`config.mk`:
```
export PLATFORM = sky130hd
export DESIGN_NAME = display_mode_ctrl
export DESIGN_NICKNAME = d
export VERILOG_FILES = /design/src/rtl/display_mode_ctrl.sv
export SDC_FILE = /design/constraint.sdc
export NUM_CORES = 1
export LEC_CHECK = 0
export CAP_MARGIN = 40
export CORE_ASPECT_RATIO = 0.9
export CORE_MARGIN = 5
export CORE_UTILIZATION = 35
export CTS_BUF_LIST = sky130_fd_sc_hd__clkbuf_2
export CTS_CLUSTER_DIAMETER = 50
export DETAILED_ROUTE_END_ITERATION = 8
export SLEW_MARGIN = 20
export SYNTH_ARGS = -nofsm -noshare
export SYNTH_HDL_FRONTEND = slang
export SYNTH_SLANG_ARGS = --single-unit
```
`constraint.sdc`:
```
create_clock -name CLK -period 3 [get_ports CLK]
set_input_delay 0.75 -clock CLK [delete_from_list [all_inputs] [get_ports CLK]]
set_output_delay 0.75 -clock CLK [all_outputs]
set_load 0.02 [all_outputs]
```
`src/rtl/display_mode_ctrl.sv`:
```
// Frame-synchronous display mode selector: debounced key / switch request, applied at VSYNC_N fall.
// Optional AUTO_CYCLE_EN macro adds an auto-advance frame counter (AUTO_FRAMES frames without a press).
module display_mode_ctrl #(
    parameter int DEBOUNCE_CYCLES = 500000,
    parameter int AUTO_FRAMES     = 180
) (
    input  logic       CLK,
    input  logic       RST_N,
    input  logic       KEY_N,
    input  logic [1:0] SW,
    input  logic       SW_MODE,
    input  logic       VSYNC_N,
    output logic [1:0] mode_sel,
    output logic       mode_pending,
    output logic       frame_start,
    output logic       press
);

    localparam int              DB_W    = $clog2(DEBOUNCE_CYCLES);
    localparam logic [DB_W-1:0] DB_LAST = DB_W'(DEBOUNCE_CYCLES - 1);

    typedef enum logic {
        IDLE    = 1'b0,
        PENDING = 1'b1
    } state_t;

    // Display cycle order; blank (11) is skipped when advancing.
    function automatic logic [1:0] next_mode(input logic [1:0] cur);
        logic [1:0] nxt;
        case (cur)
            2'b00:   nxt = 2'b01;
            2'b01:   nxt = 2'b10;
            2'b10:   nxt = 2'b00;
            default: nxt = 2'b00;
        endcase
        return nxt;
    endfunction

    logic            key_meta_q, key_sync_q;
    logic            vs_meta_q, vs_sync_q, vs_prev_q;
    logic [1:0]      sw_meta_q, sw_sync_q;
    logic            swm_meta_q, swm_sync_q;
    logic [DB_W-1:0] db_cnt_q, db_cnt_d;
    logic            key_stable_q, key_stable_d;
    logic            key_prev_q, key_prev_d;
    logic            press_q, press_d;
    logic            frame_start_q, frame_start_d;
    logic [1:0]      target_q, target_d;
    logic [1:0]      mode_sel_q, mode_sel_d;
    state_t          state_q, state_d;
    logic            frame_fall_s;
    logic            auto_adv_s;

    // Two-flop synchronisers for all asynchronous board inputs.
    always_ff @(posedge CLK or negedge RST_N) begin
        if (!RST_N) begin
            key_meta_q <= 1'b1;
            key_sync_q <= 1'b1;
            vs_meta_q  <= 1'b1;
            vs_sync_q  <= 1'b1;
            sw_meta_q  <= 2'b00;
            sw_sync_q  <= 2'b00;
            swm_meta_q <= 1'b0;
            swm_sync_q <= 1'b0;
        end else begin
            key_meta_q <= KEY_N;
            key_sync_q <= key_meta_q;
            vs_meta_q  <= VSYNC_N;
            vs_sync_q  <= vs_meta_q;
            sw_meta_q  <= SW;
            sw_sync_q  <= sw_meta_q;
            swm_meta_q <= SW_MODE;
            swm_sync_q <= swm_meta_q;
        end
    end

    assign frame_fall_s = vs_prev_q & ~vs_sync_q;

    // Debounce counter and press detection on the falling edge of the stable level.
    always_comb begin
        db_cnt_d     = db_cnt_q;
        key_stable_d = key_stable_q;
        if (key_sync_q == key_stable_q) begin
            db_cnt_d = '0;
        end else if (db_cnt_q == DB_LAST) begin
            key_stable_d = key_sync_q;
            db_cnt_d     = '0;
        end else begin
            db_cnt_d = db_cnt_q + 1'b1;
        end
        key_prev_d = key_stable_q;
        press_d    = key_prev_q & ~key_stable_q;
    end

`ifdef AUTO_CYCLE_EN
    localparam int              FC_W    = $clog2(AUTO_FRAMES + 1);
    localparam logic [FC_W-1:0] FC_LAST = FC_W'(AUTO_FRAMES - 1);

    logic [FC_W-1:0] frame_cnt_q, frame_cnt_d;

    // Auto-advance fires in the frame-start cycle that completes AUTO_FRAMES idle frames.
    always_comb begin
        frame_cnt_d = frame_cnt_q;
        auto_adv_s  = 1'b0;
        if (swm_sync_q || press_q) begin
            frame_cnt_d = '0;
        end else if (frame_fall_s) begin
            if (frame_cnt_q == FC_LAST) begin
                auto_adv_s  = 1'b1;
                frame_cnt_d = '0;
            end else begin
                frame_cnt_d = frame_cnt_q + 1'b1;
            end
        end else begin
            frame_cnt_d = frame_cnt_q;
        end
    end

    // Frame counter register.
    always_ff @(posedge CLK or negedge RST_N) begin
        if (!RST_N) begin
            frame_cnt_q <= '0;
        end else begin
            frame_cnt_q <= frame_cnt_d;
        end
    end
`else
    localparam int AUTO_FRAMES_UNUSED = AUTO_FRAMES;
    assign auto_adv_s = 1'b0;
`endif

    // Target, frame-synchronous select and pending FSM.
    always_comb begin
        target_d      = target_q;
        mode_sel_d    = mode_sel_q;
        frame_start_d = frame_fall_s;
        state_d       = state_q;
        if (swm_sync_q) begin
            target_d = sw_sync_q;
        end else if (press_q || auto_adv_s) begin
            target_d = next_mode(target_q);
        end else begin
            target_d = target_q;
        end
        // mode_sel takes the pre-update target, so a same-cycle advance stays pending.
        if (frame_fall_s) begin
            mode_sel_d = target_q;
        end else begin
            mode_sel_d = mode_sel_q;
        end
        if (target_d != mode_sel_d) begin
            state_d = PENDING;
        end else begin
            state_d = IDLE;
        end
    end

    // Main state registers.
    always_ff @(posedge CLK or negedge RST_N) begin
        if (!RST_N) begin
            db_cnt_q      <= '0;
            key_stable_q  <= 1'b1;
            key_prev_q    <= 1'b1;
            press_q       <= 1'b0;
            vs_prev_q     <= 1'b1;
            frame_start_q <= 1'b0;
            target_q      <= 2'b00;
            mode_sel_q    <= 2'b00;
            state_q       <= IDLE;
        end else begin
            db_cnt_q      <= db_cnt_d;
            key_stable_q  <= key_stable_d;
            key_prev_q    <= key_prev_d;
            press_q       <= press_d;
            vs_prev_q     <= vs_sync_q;
            frame_start_q <= frame_start_d;
            target_q      <= target_d;
            mode_sel_q    <= mode_sel_d;
            state_q       <= state_d;
        end
    end

    assign mode_sel     = mode_sel_q;
    assign mode_pending = (state_q == PENDING);
    assign frame_start  = frame_start_q;
    assign press        = press_q;

endmodule

```
## Word-level counts from Yosys, hierarchy flattened

Index checks and enable logic that the tools add are counted.

| operators by class | value |
|---|---|
| add/sub/neg operators | 1 |
| equality and inequality tests | 4 |
| multiplexer cells | 7 |
| bitwise operators | 5 |
| reductions and logical operators | 2 |

Operator list:

| cell | count |
|---|---|
| $mux 19 | 2 |
| $add 19x1->19 const B | 1 |
| $eq 19x19->1 const B | 1 |
| $mux 2 | 3 |
| $pmux 2 s2 | 1 |
| $not 1->1 | 3 |
| $and 1x1->1 | 2 |
| $eq 2x1->1 const B | 1 |
| $logic_not 2->1 | 1 |
| $ne 2x2->1 | 1 |
| $reduce_and 2->1 | 1 |
| $eq 1x1->1 | 1 |
| $mux 1 | 1 |

| storage, ports and cells | value |
|---|---|
| register bits | 39 |
| input port bits | 7 |
| output and inout bits | 5 |
| word-level logic and storage cells | 36 |

## Longest topological paths before layout

| depth | value |
|---|---|
| word-level depth | 6 |
| gate-level depth with buffers | 5 |
| gate-level depth less buffers | 5 |

## Worst setup path before layout

OpenSTA, ideal clock, no wires.

| timing path | value |
|---|---|
| path type | reg-to-reg |
| from | reg db_cnt_q[11] |
| to | reg db_cnt_q[10] |
| arrival time | 1.564 ns |
| data required time | 2.881 ns |
| path slack | 1.317 ns |
| stages on the path, launching flop included | 6 |
| buffers on the path | 1 |
| period minus slack after synthesis | 1.683 ns |
| cells stage by stage | dfrtp_1 -> nor4_1 -> nand2_1 -> o41ai_4 -> buf_6 -> nor2_1 |

| between the ends | value |
|---|---|
| cells in the longest elaborated chain, start to end | 3 |

RTL lines:

| what | line | source |
|---|---|---|
| start: declaration | 43 | `logic [DB_W-1:0] db_cnt_q, db_cnt_d;` |
| start signal: assignment | 171 | `db_cnt_q <= db_cnt_d;` |
| $eq 19x19->1 | 85 | `end else if (db_cnt_q == DB_LAST) begin` |
| $mux 19 | 85 |  |
| $mux 19 | 83 | `if (key_sync_q == key_stable_q) begin` |
| via db_cnt_d[10] | 43 |  |

The timed path passes the listed nets, and every way through them passes these cells.
A chain may end at the register's enable or synchronous reset.

## Worst setup path in the final report

| timing path | value |
|---|---|
| from | reg press_q, in the netlist press |
| to | out press |

RTL lines:

| what | line | source |
|---|---|---|
| start: declaration | 46 | `logic press_q, press_d;` |
| start signal: assignment | 174 | `press_q <= press_d;` |
| end: declaration | 16 | `output logic press` |

No word-level cell between the ends.

==> metrics <==
status=finished, final reports clean; delay-heaviest family, CP=buffers and inverters; Worst EP required=2.25 ns; IO Pins=12; Crit Path Max Fanout=5; CTS tree=yes; Post-CTS Resized=0; Pwr per Cell Area=508 nW/um^2; slowest stage cell, crit path=clkdlybuf4s50_1; endpoints failing setup=0; fmax=0.456 GHz; Post-CTS Setup Bufs=0; Hold Startpoint=vs_meta_q; fin area=1890 sq um; P_int=0.734 mW; CTS Sinks=39; sw frac=0.235; root buf cell=clkbuf_2; total track usage=0.105; Hold Crit Class=flop to flop; Startpoint Class=flop; Synth top area share=0.490; most frequent cells in the layout=32 x dfrtp_1, 16 x nor2_1, 11 x clkdlybuf4s50_1; fin util=0.421; Max Cap Violations=0; via count=1079; slew of the pin with the lowest slew margin=0.470 ns; share of cells above drive strength 1=0.179; Fin. Hold Viols=0; Routed WL=2.72 mm; FILL cells=456; Switch Pwr=0.225 mW; Hold EP=vs_sync_q; post-synthesis cell type count=36; crit share post-route=0.731; Die Width=82.0 um; synth warn=0; R2R depth=5; P_leak=0.780 nW; Vias/cell=4.95; CP bufs+invs=1; leading area contributor after synthesis=dfrtp_1; Logic pwr share=0.087; unrepaired setup endpoints after global routing=no; R2R Path End=db_cnt_q[15]; Clk Latency, worst-skew pair=0.39 ns; Period minus WS final=2.19 ns; WL/cell=12.5 um; #FFs+latches synth=39; dpl cell area=1820 sq um; Worst-path clk slew=0.20 ns; Post-Syn Instances=137; global-route wire length before repair=4.82 mm; H-tree depth=2; # DRC=0; first-pass iteration count of the detailed router=4; Layout Skew=0.0194 ns; DRT iter0 DRCs=70; GP Congestion=0.812; GRT overflow=0; die height=74.8 um; post-synthesis area per instance=11.9 sq um; vias in the first global route=1075; Flop pwr share=0.587; Core Region=4490 sq um; Slew headroom=0.685; Initial Util=0.364; Final nets=163; IR drop worst, VDD=0.364 mV; Reg2Reg Launch Point=db_cnt_q[11]; Hold Path Stages=0; leading cell type in the layout, fill and taps excluded=dfrtp_1; # diodes=0; main area contributors after synthesis=dfrtp_1 49%, dfstp_2 11%, xnor2_1 4.8%, xor2_1 3.8%, nor2_1 3.7%; total CTS buffers=5; initial antenna violation count=0; Die ar.=6140 sq um; crit path capture type=primary output; Worst path max stage delay=0.62 ns; Core Rows=23; worst-path cell chain=clkdlybuf4s50_1; Mapped Area=1630 sq um; number of flops mapped to enable cells by yosys=0; Reg2Reg Setup Slack=1.09 ns; Final Max Slew Viols=0; Clk pwr share=0.326; post-route ant nets=0; top_reg_cell synth=dfrtp_1; port buffer count=11; total negative slack=0 ns; register area share after synthesis=0.603; Max Root-Sink Buffers=2; largest net degree at the start of global routing=40; post-DP HPWL=1.94 mm; syn nets=145; WP data arrival=1.44 ns; hold_buf cts=0; Area Overhead vs Synth=15.6%; Post-synth ARST share=1.00; critical path class=flop to primary output
-- logic make-up after synthesis --
logic type	after synthesis	share of synthesized area
XOR/XNOR	16	0.0858
multiplexers	3	0.0207
AND/OR/NAND/NOR	61	0.211
adder cells (fa/ha/maj)	1	0.00766
buffers and inverters	6	0.0191
flip-flops	39	0.603
AO/OA/AOI/OAI	11	0.0528
-- worst reg2reg max path, cell delays in order, from the launching register on --
cell and delay, ns:
dfrtp_1 0.47, nor4_1 0.29, nand2_1 0.16, o41ai_4 0.56
buf_4 0.27, a21oi_1 0.06
-- metal layers --
metal / routed length (um) / track usage / share of wire
met5: 0 / 0 / 0
met4: 62 / 0.0609 / 0.023
met3: 71 / 0.0287 / 0.026
met2: 1310 / 0.164 / 0.48
met1: 1280 / 0.131 / 0.47
-- synthesized netlist by cell type (2+ instances only) --
master and instances:
a21oi_1 4, a31oi_1 2, dfrtp_1 32, dfstp_2 7, inv_1 4, mux2_2 3, nand2_1 4, nand2b_1 3
nand3_1 10, nand4_1 5, nor2_1 16, nor2b_1 3, nor3_1 2, nor4_1 4, o21ai_0 2, or2_2 2
xnor2_1 9, xor2_1 7
-- registers in the layout, summed over array words and instances (netlist names), 2 cells and up --
signal,flops
db_cnt_q,19
mode_sel,2
sw_meta_q,2
sw_sync_q,2
target_q,2
-- per-stage QoR --
step	power (mW)	std cells	setup WS [ns]	hold WS [ns]
2_1_floorplan	0.613	137	1.32	0.331
3_3_place_gp	0.654	210	1.15	0.333
3_5_place_dp	0.659	210	1.10	0.336
4_1_cts	0.975	218	0.778	0.375
5_1_grt	1.02	218	0.695	0.380
6_report	0.959	218	0.807	0.373
-- power groups by stage --
stage / Sequential, mW / Combinational (mW) / Clock (mW)
finish: 0.563 / 0.0837 / 0.312
global route: 0.566 / 0.0929 / 0.359
CTS: 0.563 / 0.0865 / 0.325
detailed placement: 0.572 / 0.0862 / 0
global placement: 0.571 / 0.0833 / 0
floorplan: 0.582 / 0.0304 / 0
-- how the worst max path moves through the flow --
stage	from	end	slack [ns]	cells past startpoint
6_report	press	press	0.81	1
5_1_grt	press	press	0.69	1
4_1_cts	press	press	0.78	1
3_5_place_dp	db_cnt_q[11]	db_cnt_q[18]	1.10	5
3_3_place_gp	db_cnt_q[11]	db_cnt_q[18]	1.15	5
2_1_floorplan	db_cnt_q[11]	db_cnt_q[10]	1.32	5
-- area by class of cell --
type	instances	area, sq um	area share
inverters	4	15.0	0.00795
flip-flops and latches	39	985	0.521
multi-input cells	92	618	0.327
repair buffers	13	125	0.0662
clock inverters	3	43.8	0.0232
well taps	62	77.6	0.0411
clock buffers	5	25.0	0.0132
No activity file was read; power rests on OpenSTA's default activity.
